--- config.mk ---
export PLATFORM = sky130hd
export DESIGN_NAME = instr_fetch
export DESIGN_NICKNAME = d
export VERILOG_FILES = /design/src/rtl/fetch_pkg.sv /design/src/rtl/fetch_queue.sv /design/src/rtl/instr_fetch.sv
export SDC_FILE = /design/constraint.sdc
export NUM_CORES = 1
export LEC_CHECK = 0
export CORE_MARGIN = 5
export CORE_UTILIZATION = 58
export CTS_CLUSTER_DIAMETER = 30
export CTS_CLUSTER_SIZE = 24
export DETAILED_ROUTE_END_ITERATION = 8
export GPL_TIMING_DRIVEN = 0
export MAX_ROUTING_LAYER = met4
export PLACE_DENSITY = 0.86
export SETUP_SLACK_MARGIN = 0.1
export SYNTH_ARGS = -nofsm -noshare
export SYNTH_HDL_FRONTEND = slang
export SYNTH_SLANG_ARGS = --single-unit
--- constraint.sdc ---
create_clock -name clk -period 5.55 [get_ports clk]
set_input_delay 1.11 -clock clk [delete_from_list [all_inputs] [get_ports clk]]
set_output_delay 1.11 -clock clk [all_outputs]
set_load 0.02 [all_outputs]
--- src/rtl/fetch_pkg.sv ---
// Shared types and constants for the instruction fetch stage.
package fetch_pkg;

  typedef struct packed {
    logic [31:0] instr;
    logic [31:0] pc;
  } fetch_entry_t;

  localparam logic [31:0] WORD_BYTES    = 32'd4;
  localparam logic [31:0] PC_ALIGN_MASK = 32'hFFFF_FFFC;

endpackage

--- src/rtl/fetch_queue.sv ---
// Circular prefetch buffer of fetched {instr, pc} entries with synchronous flush.
module fetch_queue
  import fetch_pkg::*;
#(
  parameter int DEPTH = 4
) (
  input  logic                           clk,
  input  logic                           reset,
  input  logic                           flush,
  input  logic                           push,
  input  fetch_entry_t                   wr_entry,
  input  logic                           pop,
  output fetch_entry_t                   head_entry,
  output logic [$clog2(DEPTH+1)-1:0]     count,
  output logic                           empty,
  output logic                           full
);

  localparam int PW = $clog2(DEPTH);
  localparam int CW = $clog2(DEPTH+1);

  logic [PW-1:0] head_q;
  logic [PW-1:0] tail_q;
  logic [CW-1:0] count_q;
  logic          do_push;
  logic          do_pop;
  fetch_entry_t  mem [DEPTH];

  assign empty   = (count_q == '0);
  assign full    = (count_q == CW'(DEPTH));
  assign do_pop  = pop & ~empty;
  // A full queue accepts a new word only when the head leaves in the same cycle.
  assign do_push = push & (~full | do_pop);

  always_ff @(posedge clk or negedge reset) begin
    if (!reset) begin
      head_q  <= '0;
      tail_q  <= '0;
      count_q <= '0;
    end else if (flush) begin
      head_q  <= '0;
      tail_q  <= '0;
      count_q <= '0;
    end else begin
      if (do_pop)  head_q <= head_q + PW'(1);
      if (do_push) tail_q <= tail_q + PW'(1);
      if (do_push && !do_pop)      count_q <= count_q + CW'(1);
      else if (do_pop && !do_push) count_q <= count_q - CW'(1);
    end
  end

  // Storage carries no reset; occupancy alone decides what is visible.
  always_ff @(posedge clk) begin
    if (do_push && !flush) mem[tail_q] <= wr_entry;
  end

  assign head_entry = mem[head_q];
  assign count      = count_q;

endmodule

--- src/rtl/instr_fetch.sv ---
// Fetch stage: PC register, imem addressing, and prefetch queue toward decode.
module instr_fetch
  import fetch_pkg::*;
#(
  parameter int          DEPTH    = 4,
  parameter logic [31:0] RESET_PC = 32'h0000_0000
) (
  input  logic                       clk,
  input  logic                       reset,
  output logic [31:0]                imem_addr,
  input  logic [31:0]                imem_rd,
  input  logic                       redirect_valid,
  input  logic [31:0]                redirect_pc,
  output logic                       instr_valid,
  output logic [31:0]                instr,
  output logic [31:0]                instr_pc,
  input  logic                       instr_ready,
  output logic [$clog2(DEPTH+1)-1:0] occupancy
);

  logic [31:0]  pc_q;
  logic         pop;
  logic         push;
  logic         q_full;
  logic         q_empty;
  fetch_entry_t wr_entry;
  fetch_entry_t head_entry;

  assign pop      = instr_valid & instr_ready;
  // Redirect wins: the word at the old PC is stale and must not enter the queue.
  assign push     = ~redirect_valid & (~q_full | pop);
  assign wr_entry = '{instr: imem_rd, pc: pc_q};

  always_ff @(posedge clk or negedge reset) begin
    if (!reset)              pc_q <= RESET_PC & PC_ALIGN_MASK;
    else if (redirect_valid) pc_q <= redirect_pc & PC_ALIGN_MASK;
    else if (push)           pc_q <= pc_q + WORD_BYTES;
  end

  fetch_queue #(
    .DEPTH(DEPTH)
  ) u_queue (
    .clk        (clk),
    .reset      (reset),
    .flush      (redirect_valid),
    .push       (push),
    .wr_entry   (wr_entry),
    .pop        (pop),
    .head_entry (head_entry),
    .count      (occupancy),
    .empty      (q_empty),
    .full       (q_full)
  );

  assign imem_addr   = pc_q;
  assign instr_valid = ~q_empty;
  assign instr       = q_empty ? '0 : head_entry.instr;
  assign instr_pc    = q_empty ? '0 : head_entry.pc;

endmodule

==> impl.org <==
** Timing
- Setup repair after global routing left no endpoint under its margin.
- The number of pins with negative max-slew slack in the final report was 0.
- Final period util :: 75.8%
- Max transition margin :: 39.8%
- Adding up every negative setup slack in the final design gives 0 ns.
- Final min period :: 4.21 ns
- Hold violation count in the final report :: 0
- Measured slew at the worst slew-check pin :: 0.903 ns
- Based on the critical path, the design can be clocked at up to 238 MHz.
- Between clock sinks in the finished design, the worst skew comes to 0.0163 ns.
- Across all setup checks in the final design, the least slack found is 1.34 ns.
- Post-route worst hold slack :: 0.634 ns
- # setup viols final :: 0

** Placement
- Last weighted congestion value of the routability-driven placer :: 0.920
- Detailed placement finished with a half-perimeter wire length of 16600 um.
- Worst Setup Slack post-DPL :: 0.982 ns
- After detailed placement, the design holds a cell count of 1074.
- DP Area :: 13600 sq um
- Buffers placed on the I/O ports in this run total 161.

** Clock network
- Once the clock tree was built, the setup fixing pass inserted 0 buffers.
- In this run, post-CTS repair resized a total of 0 instances.
- At the later pin of the worst-skew pair, clock insertion delay measures 0.53 ns.
- Root buffer cell :: sky130_fd_sc_hd__clkbuf_16
- Cts-stage hold buffer count :: 0
- Number of sinks on the clock net :: 285
- The H-tree was split into 2 levels.
- In this run, CTS created clock tree buffers numbering 46.
- TritonCTS built the clock tree.
- Clock-pin slew of the registers on the worst-case setup and hold paths :: 0.05 ns
- Maximum buffer depth of the clock tree :: 3

** Pwr
- Internal power comes to 5.35 mW.
- Share of power burned in the clock network :: 37.5%
- VDD sags by at most 0.000362 V.
- For this design the total switching power over the nets is 2.12 mW.
- Flop pwr share :: 36.0%
- In this run switching power makes up 28.4% of total power.
- The design draws 7.48 mW.
- Per report_power, the combinational group accounts for 26.5% of the total.
- Power per Cell Area :: 495 nW/um^2
- Standby leakage power :: 5.08 nW

** Logic synthesis
- Count of synthesis-stage warnings from yosys :: 0
- Main area contributors after synthesis :: sky130_fd_sc_hd__edfxtp_1 65%, sky130_fd_sc_hd__mux4_2 12%, sky130_fd_sc_hd__dfrtp_1 8.1%, sky130_fd_sc_hd__and2_1 3.7%, sky130_fd_sc_hd__xnor2_1 0.91%
- Cell type with the largest total area after synthesis :: sky130_fd_sc_hd__edfxtp_1
- Counting flops and latches in the post-synthesis netlist gives 285.
- In the synthesized netlist, the number of instances is 641.
- In this run, distinct cell masters in the synthesized netlist total 35.
- Syn Area/Cell :: 17.9 sq um
- Summing every instance area after synthesis gives 11500 sq um.
- Share of the synthesized area in the top cell type :: 64.8%
- Share of synthesized area occupied by flip-flops and latches :: 72.9%

** Finish
- Layout cells sized above 1 :: 17.6%
- Most frequent cells in the layout :: 248 x sky130_fd_sc_hd__edfxtp_1, 160 x sky130_fd_sc_hd__clkdlybuf4s50_1, 64 x sky130_fd_sc_hd__and2_1, 62 x sky130_fd_sc_hd__mux4_2, 47 x sky130_fd_sc_hd__clkbuf_16
- In the final design database the tool counted 931 nets.
- Count of non-filler cells in the finished layout :: 1157
- After routing the design area is 15100 sq um.
- Cells fill 77.6% of the core in the end.
- After filler insertion, the fill cell instance count of the layout stands at 1040.
- Leaving out fill and tap cells, the most frequent cell in the layout is sky130_fd_sc_hd__edfxtp_1.
- Multi-input gate area :: 2930 sq um
- Diodes inserted :: 0
- Across the whole layout, storage elements account for 8370 sq um.
- Area added between synthesis and finish :: 31.4%

** Worst setup path
- STA puts the critical path data arrival time at 3.10 ns.
- For the worst flop-to-flop path, the logic depth is 9.
- Setup slack of the worst register-to-register path :: 2.09 ns
- The worst setup path is of the reg -> out kind.
- The worst register-to-register path begins at u_queue.count[0].
- The worst setup path is captured at an output port.
- Startpoint kind of the worst setup timing path :: flip-flop
- In this run the worst path has a maximum fanout of 10.
- Crit Reg-Reg Endpoint :: u_queue.count[2]
- Tracing the worst setup path back leads to its startpoint at u_queue.head_q[0].
- CP Data Required Time :: 4.44 ns

** Job
- Max-cap violations in this run came to 0.

** Floorplan
- 168 I/O pins were placed.
- The die is 151 um wide.
- The die covers 22700 sq um.
- The core region is 19500 sq um.
- Initial cell density of the core :: 59.0%
- Chip Height :: 151 um
- The initialized floorplan defines 51 standard-cell rows.

** Hold path
- For hold timing, the worst endpoint is u_queue.mem[1][16].
- Hold path cells :: 0
- Worst min-delay path startpoint :: imem_addr[16]
- Min-Delay Path Class :: reg -> reg

** Global routing
- Antenna violations before repair :: 0
- The first global-routing pass estimated 41800 um of wire.
- Leftover overflow at the end of global routing :: 0
- Vias in the first global route :: 7321
- Gr usage total :: 25.1%
- Entering global routing, the biggest net connects 46 pins.

** Detailed routing
- The detail route stage leaves a number of antenna-violating nets equal to 0.
- For this run, the detailed router's first-pass iteration total came to 5.
- DR vias :: 6869
- The final layout contains routed wiring with a total length of 27000 um.
- Residual DRC count :: 0
- After detailed routing, the average wire length per cell comes to 23.3 um.
- After detailed routing, the number of vias per cell comes to 5.94.
- Iteration-0 DRC count of the detailed router :: 518

** Status
- The run finished with clean final reports.
kinds of logic (layout without fill, tap and decap cells):
group,count (synthesis),in the layout,synth area share [%]
buffers and inverters,48,296,1.80
AOI/OAI and AO/OA,50,50,2.73
and+or+nand+nor,171,171,8.31
DFF,285,285,72.9
other,1,4,0.0326
adders and majority gates,6,6,0.719
muxes,65,65,12.4
xor gates and xnor gates,15,15,1.14
sequential cells by signal (all words and copies together) (netlist names):
name            cells
u_queue.mem       248
imem_addr          30
u_queue.head_q      2
u_queue.count       3
u_queue.tail_q      2
Yosys cell counts:
cell	instances
sky130_fd_sc_hd__and2_1	68
sky130_fd_sc_hd__mux2i_1	3
sky130_fd_sc_hd__nor2b_1	1
sky130_fd_sc_hd__conb_1	1
sky130_fd_sc_hd__or4_1	10
sky130_fd_sc_hd__edfxtp_1	248
sky130_fd_sc_hd__buf_2	9
sky130_fd_sc_hd__mux4_2	62
sky130_fd_sc_hd__nor3_1	4
sky130_fd_sc_hd__nor2_1	22
sky130_fd_sc_hd__nand3_1	13
sky130_fd_sc_hd__dfrtp_1	37
sky130_fd_sc_hd__nand4_1	7
sky130_fd_sc_hd__and3_1	2
sky130_fd_sc_hd__o31a_1	4
sky130_fd_sc_hd__o31ai_1	8
sky130_fd_sc_hd__xor2_1	3
sky130_fd_sc_hd__a31oi_1	14
sky130_fd_sc_hd__nor4b_2	1
sky130_fd_sc_hd__nand2b_1	2
sky130_fd_sc_hd__clkbuf_1	26
sky130_fd_sc_hd__and4_1	2
sky130_fd_sc_hd__nand2_1	27
sky130_fd_sc_hd__o21ai_0	19
sky130_fd_sc_hd__inv_1	9
sky130_fd_sc_hd__a21oi_1	1
sky130_fd_sc_hd__or3_1	7
sky130_fd_sc_hd__ha_1	5
sky130_fd_sc_hd__a2111oi_0	1
sky130_fd_sc_hd__fa_1	1
sky130_fd_sc_hd__nor4_1	4
sky130_fd_sc_hd__buf_4	4
sky130_fd_sc_hd__xnor2_1	12
sky130_fd_sc_hd__o211ai_1	3
sky130_fd_sc_hd__nor4b_1	1
cell type report:
type	count	share of cell area, %
sequential	285	55.5
multi-input combinational	311	19.4
timing repair buffer	165	11.4
clock buffer	54	8.10
tap	265	2.20
clock inverter	29	2.06
buffer	39	1.14
inverter	9	0.224
worst max-delay path by stage:
| stage | endpoint | slack, ns | depth (start not counted) |
|---|---|---|---|
| finish | instr_pc[10] | 1.34 | 5 |
| global route | instr_pc[10] | 1.09 | 5 |
| CTS | instr_pc[9] | 1.26 | 5 |
| detailed placement | u_queue.count[2] | 0.98 | 10 |
| global placement | u_queue.mem[1][57] | 0.01 | 5 |
| floorplan | u_queue.mem[0][10] | 1.93 | 4 |
power by group through the flow:
stage	Sequential (mW)	Combinational [mW]	Clock (mW)
floorplan	2.73	1.10	0
CTS	2.69	2.02	2.83
finish	2.69	1.98	2.80
global route	2.71	2.12	2.95
detailed placement	2.73	2.00	0
global placement	2.72	1.93	0
metal layers:
layer  wire length [um]  vias to the layer above  GRT usage, %
met5                  0                        -             -
met4                695                        0          7.57
met3               2340                       67          5.87
met2              13800                      418          40.7
met1              10200                     3421          32.2
li1                   -                     2963             -
critical path, cell delays in order (launching register included):
cell                              delay, ns
sky130_fd_sc_hd__dfrtp_1               0.32
sky130_fd_sc_hd__clkbuf_1              0.49
sky130_fd_sc_hd__buf_2                 0.47
sky130_fd_sc_hd__mux4_2                0.56
sky130_fd_sc_hd__and2_1                0.17
sky130_fd_sc_hd__clkdlybuf4s50_1       0.57
(Power assumes the default switching activity.)
